==> config.mk <==
export PLATFORM = sky130hd
export DESIGN_NAME = des_engine
export DESIGN_NICKNAME = d
export VERILOG_FILES = /design/src/rtl/des_pkg.sv /design/src/rtl/des_round.sv /design/src/rtl/des_engine.sv
export SDC_FILE = /design/constraint.sdc
export NUM_CORES = 2
export LEC_CHECK = 0
export BUFFER_PORTS_ARGS = -buffer_cell sky130_fd_sc_hd__buf_4
export CAP_MARGIN = 20
export CORE_MARGIN = 8
export CORE_UTILIZATION = 45
export DETAILED_ROUTE_END_ITERATION = 16
export PLACE_DENSITY = 0.67
export SLEW_MARGIN = 20
export SYNTH_ARGS = -nofsm -noshare
export SYNTH_HDL_FRONTEND = slang
export SYNTH_SLANG_ARGS = --single-unit
export TNS_END_PERCENT = 10
==> constraint.sdc <==
create_clock -name clk -period 2.5 [get_ports clk]
set_clock_uncertainty 0.2 [all_clocks]
set_input_delay 0 -clock clk [delete_from_list [all_inputs] [get_ports clk]]
set_output_delay 0 -clock clk [all_outputs]
set_load 0.1 [all_outputs]
==> src/rtl/des_pkg.sv <==
// rtl/des_pkg.sv - DES tables, types and bit-permutation helpers
// Purpose: holds every fixed DES table (IP, FP, E, P, PC1, PC2, S1..S8),
// the per-round rotate schedule and the shared typedefs.
// Bit numbering: tables use FIPS numbering (bit 1 = MSB); in an N-bit
// vector FIPS bit n lives at index N-n.
package des_pkg;

    typedef logic [63:0] block_t;
    typedef logic [27:0] half_key_t;
    typedef logic [47:0] subkey_t;

    typedef enum logic [1:0] {KS_IDLE, KS_GEN, KS_READY} ks_state_t;

    // Bit r-1 set means round r rotates by one; all other rounds rotate by two.
    localparam logic [15:0] ROT_ONE = 16'h8103;

    localparam int IP_TBL [64] = '{
        58, 50, 42, 34, 26, 18, 10, 2,  60, 52, 44, 36, 28, 20, 12, 4,
        62, 54, 46, 38, 30, 22, 14, 6,  64, 56, 48, 40, 32, 24, 16, 8,
        57, 49, 41, 33, 25, 17,  9, 1,  59, 51, 43, 35, 27, 19, 11, 3,
        61, 53, 45, 37, 29, 21, 13, 5,  63, 55, 47, 39, 31, 23, 15, 7};

    localparam int FP_TBL [64] = '{
        40, 8, 48, 16, 56, 24, 64, 32,  39, 7, 47, 15, 55, 23, 63, 31,
        38, 6, 46, 14, 54, 22, 62, 30,  37, 5, 45, 13, 53, 21, 61, 29,
        36, 4, 44, 12, 52, 20, 60, 28,  35, 3, 43, 11, 51, 19, 59, 27,
        34, 2, 42, 10, 50, 18, 58, 26,  33, 1, 41,  9, 49, 17, 57, 25};

    localparam int E_TBL [48] = '{
        32,  1,  2,  3,  4,  5,   4,  5,  6,  7,  8,  9,
         8,  9, 10, 11, 12, 13,  12, 13, 14, 15, 16, 17,
        16, 17, 18, 19, 20, 21,  20, 21, 22, 23, 24, 25,
        24, 25, 26, 27, 28, 29,  28, 29, 30, 31, 32,  1};

    localparam int P_TBL [32] = '{
        16,  7, 20, 21, 29, 12, 28, 17,   1, 15, 23, 26,  5, 18, 31, 10,
         2,  8, 24, 14, 32, 27,  3,  9,  19, 13, 30,  6, 22, 11,  4, 25};

    localparam int PC1_TBL [56] = '{
        57, 49, 41, 33, 25, 17,  9,   1, 58, 50, 42, 34, 26, 18,
        10,  2, 59, 51, 43, 35, 27,  19, 11,  3, 60, 52, 44, 36,
        63, 55, 47, 39, 31, 23, 15,   7, 62, 54, 46, 38, 30, 22,
        14,  6, 61, 53, 45, 37, 29,  21, 13,  5, 28, 20, 12,  4};

    localparam int PC2_TBL [48] = '{
        14, 17, 11, 24,  1,  5,   3, 28, 15,  6, 21, 10,
        23, 19, 12,  4, 26,  8,  16,  7, 27, 20, 13,  2,
        41, 52, 31, 37, 47, 55,  30, 40, 51, 45, 33, 48,
        44, 49, 39, 56, 34, 53,  46, 42, 50, 36, 29, 32};

    // Indexed [box][row*16 + col].
    localparam int SBOX [8][64] = '{
        '{14, 4,13, 1, 2,15,11, 8, 3,10, 6,12, 5, 9, 0, 7,
           0,15, 7, 4,14, 2,13, 1,10, 6,12,11, 9, 5, 3, 8,
           4, 1,14, 8,13, 6, 2,11,15,12, 9, 7, 3,10, 5, 0,
          15,12, 8, 2, 4, 9, 1, 7, 5,11, 3,14,10, 0, 6,13},
        '{15, 1, 8,14, 6,11, 3, 4, 9, 7, 2,13,12, 0, 5,10,
           3,13, 4, 7,15, 2, 8,14,12, 0, 1,10, 6, 9,11, 5,
           0,14, 7,11,10, 4,13, 1, 5, 8,12, 6, 9, 3, 2,15,
          13, 8,10, 1, 3,15, 4, 2,11, 6, 7,12, 0, 5,14, 9},
        '{10, 0, 9,14, 6, 3,15, 5, 1,13,12, 7,11, 4, 2, 8,
          13, 7, 0, 9, 3, 4, 6,10, 2, 8, 5,14,12,11,15, 1,
          13, 6, 4, 9, 8,15, 3, 0,11, 1, 2,12, 5,10,14, 7,
           1,10,13, 0, 6, 9, 8, 7, 4,15,14, 3,11, 5, 2,12},
        '{ 7,13,14, 3, 0, 6, 9,10, 1, 2, 8, 5,11,12, 4,15,
          13, 8,11, 5, 6,15, 0, 3, 4, 7, 2,12, 1,10,14, 9,
          10, 6, 9, 0,12,11, 7,13,15, 1, 3,14, 5, 2, 8, 4,
           3,15, 0, 6,10, 1,13, 8, 9, 4, 5,11,12, 7, 2,14},
        '{ 2,12, 4, 1, 7,10,11, 6, 8, 5, 3,15,13, 0,14, 9,
          14,11, 2,12, 4, 7,13, 1, 5, 0,15,10, 3, 9, 8, 6,
           4, 2, 1,11,10,13, 7, 8,15, 9,12, 5, 6, 3, 0,14,
          11, 8,12, 7, 1,14, 2,13, 6,15, 0, 9,10, 4, 5, 3},
        '{12, 1,10,15, 9, 2, 6, 8, 0,13, 3, 4,14, 7, 5,11,
          10,15, 4, 2, 7,12, 9, 5, 6, 1,13,14, 0,11, 3, 8,
           9,14,15, 5, 2, 8,12, 3, 7, 0, 4,10, 1,13,11, 6,
           4, 3, 2,12, 9, 5,15,10,11,14, 1, 7, 6, 0, 8,13},
        '{ 4,11, 2,14,15, 0, 8,13, 3,12, 9, 7, 5,10, 6, 1,
          13, 0,11, 7, 4, 9, 1,10,14, 3, 5,12, 2,15, 8, 6,
           1, 4,11,13,12, 3, 7,14,10,15, 6, 8, 0, 5, 9, 2,
           6,11,13, 8, 1, 4,10, 7, 9, 5, 0,15,14, 2, 3,12},
        '{13, 2, 8, 4, 6,15,11, 1,10, 9, 3,14, 5, 0,12, 7,
           1,15,13, 8,10, 3, 7, 4,12, 5, 6,11, 0,14, 9, 2,
           7,11, 4, 1, 9,12,14, 2, 0, 6,10,13,15, 3, 5, 8,
           2, 1,14, 7, 4,10, 8,13,15,12, 9, 0, 3, 5, 6,11}};

    function automatic block_t perm_ip(input block_t x);
        block_t r = '0;
        for (int i = 0; i < 64; i++) r[6'(63 - i)] = x[6'(64 - IP_TBL[i])];
        return r;
    endfunction

    function automatic block_t perm_fp(input block_t x);
        block_t r = '0;
        for (int i = 0; i < 64; i++) r[6'(63 - i)] = x[6'(64 - FP_TBL[i])];
        return r;
    endfunction

    function automatic logic [47:0] expand_e(input logic [31:0] x);
        logic [47:0] r = '0;
        for (int i = 0; i < 48; i++) r[6'(47 - i)] = x[5'(32 - E_TBL[i])];
        return r;
    endfunction

    function automatic logic [31:0] perm_p(input logic [31:0] x);
        logic [31:0] r = '0;
        for (int i = 0; i < 32; i++) r[5'(31 - i)] = x[5'(32 - P_TBL[i])];
        return r;
    endfunction

    function automatic logic [55:0] perm_pc1(input block_t k);
        logic [55:0] r = '0;
        for (int i = 0; i < 56; i++) r[6'(55 - i)] = k[6'(64 - PC1_TBL[i])];
        return r;
    endfunction

    function automatic subkey_t perm_pc2(input logic [55:0] cd);
        subkey_t r = '0;
        for (int i = 0; i < 48; i++) r[6'(47 - i)] = cd[6'(56 - PC2_TBL[i])];
        return r;
    endfunction

    // Six input bits b1..b6: row = b1b6, column = b2..b5.
    function automatic logic [3:0] sbox_lookup(input int box, input logic [5:0] six);
        logic [5:0] idx;
        idx = {six[5], six[0], six[4:1]};
        return 4'(SBOX[box][idx]);
    endfunction

    function automatic half_key_t rotl_half(input half_key_t h, input logic by_one);
        return by_one ? {h[26:0], h[27]} : {h[25:0], h[27:26]};
    endfunction

endpackage

==> src/rtl/des_round.sv <==
// rtl/des_round.sv - one combinational DES round (f-function plus half swap)
// Ports:
//   lr_in   in  64  {L, R} state entering the round
//   subkey  in  48  round subkey
//   lr_out  out 64  {R, L ^ f(R, subkey)}
module des_round
    import des_pkg::*;
(
    input  logic [63:0] lr_in,
    input  logic [47:0] subkey,
    output logic [63:0] lr_out
);

    logic [31:0] l_half;
    logic [31:0] r_half;
    logic [47:0] mixed;
    logic [31:0] sbox_out;
    logic [31:0] f_out;

    always_comb begin
        l_half   = lr_in[63:32];
        r_half   = lr_in[31:0];
        mixed    = expand_e(r_half) ^ subkey;
        sbox_out = '0;
        for (int b = 0; b < 8; b++) begin
            sbox_out[5'(31 - 4 * b) -: 4] = sbox_lookup(b, mixed[6'(47 - 6 * b) -: 6]);
        end
        f_out  = perm_p(sbox_out);
        lr_out = {r_half, l_half ^ f_out};
    end

endmodule

==> src/rtl/des_engine.sv <==
// rtl/des_engine.sv - DES engine: iterative key schedule, 16-stage round pipeline
// Ports:
//   clk, rst_n          clock, asynchronous active-low reset
//   encrypt             mode latched on a key load (1 = encrypt)
//   keys_64_in          64-bit key, FIPS bit 1 = MSB
//   change_keys_en      load key/mode and restart the key schedule
//   subkeys_16_valid    all 16 subkeys ready for the latched key/mode
//   data_input_en       block present on data_64_in
//   data_64_in          input block
//   data_64_out         result block, held while data_output_valid is low
//   data_output_valid   one-cycle pulse per accepted block
module des_engine
    import des_pkg::*;
(
    input  logic        clk,
    input  logic        rst_n,
    input  logic        encrypt,
    input  logic [63:0] keys_64_in,
    input  logic        change_keys_en,
    output logic        subkeys_16_valid,
    input  logic        data_input_en,
    input  logic [63:0] data_64_in,
    output logic [63:0] data_64_out,
    output logic        data_output_valid
);

    ks_state_t   state_q, state_d;
    logic [4:0]  round_q, round_d;
    half_key_t   c_q, c_d, d_q, d_d;
    logic        enc_q, enc_d;
    subkey_t     subkey_q [16];
    subkey_t     subkey_d [16];

    block_t      stage_q [17];
    block_t      stage_d [17];
    block_t      round_out [16];
    logic [16:0] vld_q, vld_d;
    block_t      out_q, out_d;
    logic        out_vld_q, out_vld_d;

    logic        accept;
    logic        rot_one;
    half_key_t   c_rot, d_rot;
    subkey_t     k_new;
    logic [3:0]  slot;

    // Key schedule: C/D rotate once per GEN cycle; decrypt mode stores the
    // subkeys in reverse so the datapath always walks slots 1..16.
    always_comb begin
        state_d  = state_q;
        round_d  = round_q;
        c_d      = c_q;
        d_d      = d_q;
        enc_d    = enc_q;
        subkey_d = subkey_q;
        rot_one  = ROT_ONE[4'(round_q - 5'd1)];
        c_rot    = rotl_half(c_q, rot_one);
        d_rot    = rotl_half(d_q, rot_one);
        k_new    = perm_pc2({c_rot, d_rot});
        slot     = enc_q ? 4'(round_q - 5'd1) : 4'(5'd16 - round_q);

        if (change_keys_en) begin
            {c_d, d_d} = perm_pc1(keys_64_in);
            enc_d      = encrypt;
            state_d    = KS_GEN;
            round_d    = 5'd1;
        end else begin
            case (state_q)
                KS_GEN: begin
                    c_d            = c_rot;
                    d_d            = d_rot;
                    subkey_d[slot] = k_new;
                    if (round_q == 5'd16) state_d = KS_READY;
                    else                  round_d = round_q + 5'd1;
                end
                default: ;
            endcase
        end
    end

    for (genvar g = 0; g < 16; g++) begin : g_round
        des_round u_round (
            .lr_in  (stage_q[g]),
            .subkey (subkey_q[g]),
            .lr_out (round_out[g])
        );
    end

    // Stage 0 holds IP(block); stage i holds the state after round i.
    // A key load kills every in-flight valid bit, including the output one.
    always_comb begin
        accept     = data_input_en && (state_q == KS_READY) && !change_keys_en;
        stage_d[0] = accept ? perm_ip(data_64_in) : stage_q[0];
        for (int i = 1; i < 17; i++) stage_d[i] = round_out[i - 1];
        vld_d      = change_keys_en ? '0 : {vld_q[15:0], accept};
        out_d      = out_q;
        out_vld_d  = 1'b0;
        if (vld_q[16] && !change_keys_en) begin
            out_d     = perm_fp({stage_q[16][31:0], stage_q[16][63:32]});
            out_vld_d = 1'b1;
        end
    end

    always_ff @(posedge clk or negedge rst_n) begin
        if (!rst_n) begin
            state_q   <= KS_IDLE;
            round_q   <= '0;
            c_q       <= '0;
            d_q       <= '0;
            enc_q     <= 1'b0;
            subkey_q  <= '{default: '0};
            stage_q   <= '{default: '0};
            vld_q     <= '0;
            out_q     <= '0;
            out_vld_q <= 1'b0;
        end else begin
            state_q   <= state_d;
            round_q   <= round_d;
            c_q       <= c_d;
            d_q       <= d_d;
            enc_q     <= enc_d;
            subkey_q  <= subkey_d;
            stage_q   <= stage_d;
            vld_q     <= vld_d;
            out_q     <= out_d;
            out_vld_q <= out_vld_d;
        end
    end

    assign subkeys_16_valid  = (state_q == KS_READY);
    assign data_64_out       = out_q;
    assign data_output_valid = out_vld_q;

endmodule

==> results.ini <==
[grt]
busiest_layer=met2
antenna_found_initial=1
use_met3_pct=2.54
grtUsageTotal_pct=19.1
grt_pass1_vias=26291
grt_util_met1_pct=25.8
grt_use_met2_pct=31.4
grt_pass1_wl_mm=141
grt.overflow.total=0
grt_max_degree=80

[synth]
synth_seq_area_share_pct=40.8
ys_ff_latch=581
synth_ff_type=dfrtp_1
synth_top_area_share_pct=40.8
yosysUniqueCellTypes=64
yosys.area.top_type=dfrtp_1
synth_area_um2=35600
syn-mean-instance-area_um2=9.25
synth_cells=3852
yosys-top-cells-area=dfrtp_1 41%, ha_1 6.4%, o21ai_0 6.2%
ys.warnings.count=0
synth-edff-count=0
async_flop_share_pct=100

[final_layout]
finalNetCount=4378
final_common_cell=nand2_1
final_cells=5162
drive_above_1_share_pct=12.8
layout_common_cells=588 x nand2_1, 581 x dfrtp_1, 399 x o21ai_0
layout-area-overhead-vs-synth_pct=17.4
final_area_um2=41800

[route]
wl_per_cell_um=17.0
drt-vias-per-instance=5.43
drtIter0Drc=1796
via_count=28053
antenna_left=0
drc=0
totalWireLength_mm=87.6
firstDrtPassIters=5

[die]
die-area_um2=88500
start_util_pct=45.3
die_h_um=297
core_um2=78700
rows=103
num_io_pins=199
die_w_um=297

[timing]
slew_violations=0
hold_viol=0
min_period_ns=2.52
timing.fmax_ghz=0.397
worst_slack_ns=-0.0179
fin_crit_sh_pct=101
finalSetupTns_ns=-0.103
setup_viol=16
relSlewSlack_pct=59.7
tightest_slew_ns=0.599
rsz0062_at_grt=true

[min_path]
min_path_type=in2reg

[power_and_ir_drop]
finalPower_mw=63.3
clkPwrFrac_pct=14.9
intPower_mw=35.7
p_sw_share_pct=43.5
power_leakage_nw=18.2
seq_power_share_pct=28.3
p_sw_mw=27.5
ir_drop_uv=896
p_per_area_nw_per_um2=1510
power_frac_comb_pct=56.8

[outcome]
failed_checks=negative setup slack
status=finished with violations

[place]
io_buffers=29
dp_slack_ns=-0.128
dp.cells=4977
gp_congestion=0.867
hpwl_mm=60.6
place_area_um2=38700

[cts]
cts_tree=built
htreeDepth=2
insertion_delay_ns=0.63
clk_path_buf_depth=3
root_buffer=clkbuf_16
cts_sinks=581
clkTransAtPathRegs_ns=0.06
numCtsBuffers=61

[worst_setup_path]
end_kind=flop
critical_path.startpoint_type=flop
ff2ff_path_depth=10
critPathKind=reg2reg
path_max_fanout=15
arrival_ns=2.81
required_ns=2.79
r2r-start=round_q[0]$_DFFE_PN0P_
critical_path.startpoint=round_q[0]$_DFFE_PN0P_
r2r-end=subkey_q[439]$_DFFE_PN0P_
crit_end=subkey_q[439]$_DFFE_PN0P_
r2r_slack_ns=-0.02

[flow_run]
drv_cap=0

[state kept, by name, summed over array words and instances, names as in the netlist]
| register | cells |
|---|---|
| round_q | 5 |
| vld_q | 17 |
| stage_q | 200 |
| d_q | 28 |
| subkey_q | 324 |
| enc_q | 1 |
| state_q | 2 |
| data_64_out | 3 |
| data_output_valid | 1 |
[stage by stage]
step | util [%] | hold WS, ns
after floorplan | - | -0.496
after global placement | 49.1 | -0.209
after detailed placement | 49.1 | -0.209
after CTS | 52.8 | 0.00438
after global routing | 53.1 | 0.0684
final | 53.1 | 0.0436
[critical path: stages, from the launching register on]
cell and delay [ns]:
dfrtp_1 0.41, inv_4 0.09, ha_4 0.14, nor3b_2 0.17, xor2_1 0.16, a21oi_1 0.08
a211o_2 0.32, buf_12 0.19, mux2i_4 0.30, buf_12 0.19, o21ai_0 0.10
[timing repair]
item / CTS / global route
resized for setup: 21 / 78
cloned: 0 / 3
buffers inserted: 1 / 1
endpoints found under the setup margin: 208 / 356
hold endpoints to repair: 646 / 0
pin swaps: 1 / 4
hold buffers: 68 / 0
[power groups by stage]
stage                     Clock (mW)  Combinational, mW  Sequential, mW
after floorplan                    0               26.8            16.1
after global placement             0               34.5            17.9
after detailed placement           0               35.3            18.0
after CTS                       9.61               35.6            17.9
after global routing            10.0               40.0            18.5
final                           9.43               35.9            17.9
[synth_stat cells (all sizes together), types with 5 or more instances]
cell type and count:
nand2 588, dfrtp 581, o21ai 462, clkbuf 195
nor2 186, ha 182, xnor2 180, a21oi 169
xor2 156, inv 124, nor3 98, buf 84
mux2i 81, a211oi 60, o211ai 58, nand2b 52
nand3 52, mux4 51, a211o 48, a31oi 45
nor2b 44, o221ai 38, o21a 32, or3 29
a311oi 22, mux2 18, nand3b 18, o32ai 17
and3 16, nand4 16, nor3b 16, o2111ai 15
o32a 13, a21boi 12, a2bb2oi 12, a311o 12
o41ai 12, o31ai 9, a221oi 7, o22ai 7
a221o 5, and2 5, and3b 5, or2 5
[how the worst min path moves through the flow]
stage / from / to / slack [ns] / depth (start not counted)
5_1_grt: change_keys_en / vld_q[12]$_DFF_PN0_ / 0.07 / 3
2_1_floorplan: rst_n / d_q[0]$_DFFE_PN0P_ / -0.50 / 0
3_3_place_gp: rst_n / subkey_q[110]$_DFFE_PN0P_ / -0.21 / 1
3_5_place_dp: rst_n / subkey_q[110]$_DFFE_PN0P_ / -0.21 / 1
4_1_cts: change_keys_en / d_q[15]$_DFFE_PN0P_ / 0.004 / 3
6_report: change_keys_en / d_q[15]$_DFFE_PN0P_ / 0.04 / 3
[area by class of cell]
class / instances / area (µm²)
Inverter: 124 / 468
Clock inverter: 26 / 335
Multi-Input combinational cell: 2928 / 19700
Timing Repair Buffer: 367 / 3670
Sequential cell: 581 / 14500
Tap cell: 1050 / 1310
Fill cell: 6950 / 36900
Antenna cell: 1 / 2.50
Clock buffer: 85 / 1760
[per-layer routing]
metal / up-vias / part of all wire, %
met2: 523 / 48
met3: 132 / 4.1
li1: 13901 / -
met5: - / 0
met1: 13497 / 45
met4: 0 / 3.0
[kinds of logic (layout without fill, tap and decap cells)]
logic type,count (synthesis),after routing,synth area share [%]
buffers and inverters,403,602,5.13
DFF,581,581,40.8
AOI/OAI and AO/OA,1067,1067,18.7
xor gates and xnor gates,336,336,8.26
muxes,150,150,6.59
and+or+nand+nor,1132,1132,14.1
other,1,62,0.0105
adders and majority gates,182,182,6.39
Power figures use the tool's default switching activity.
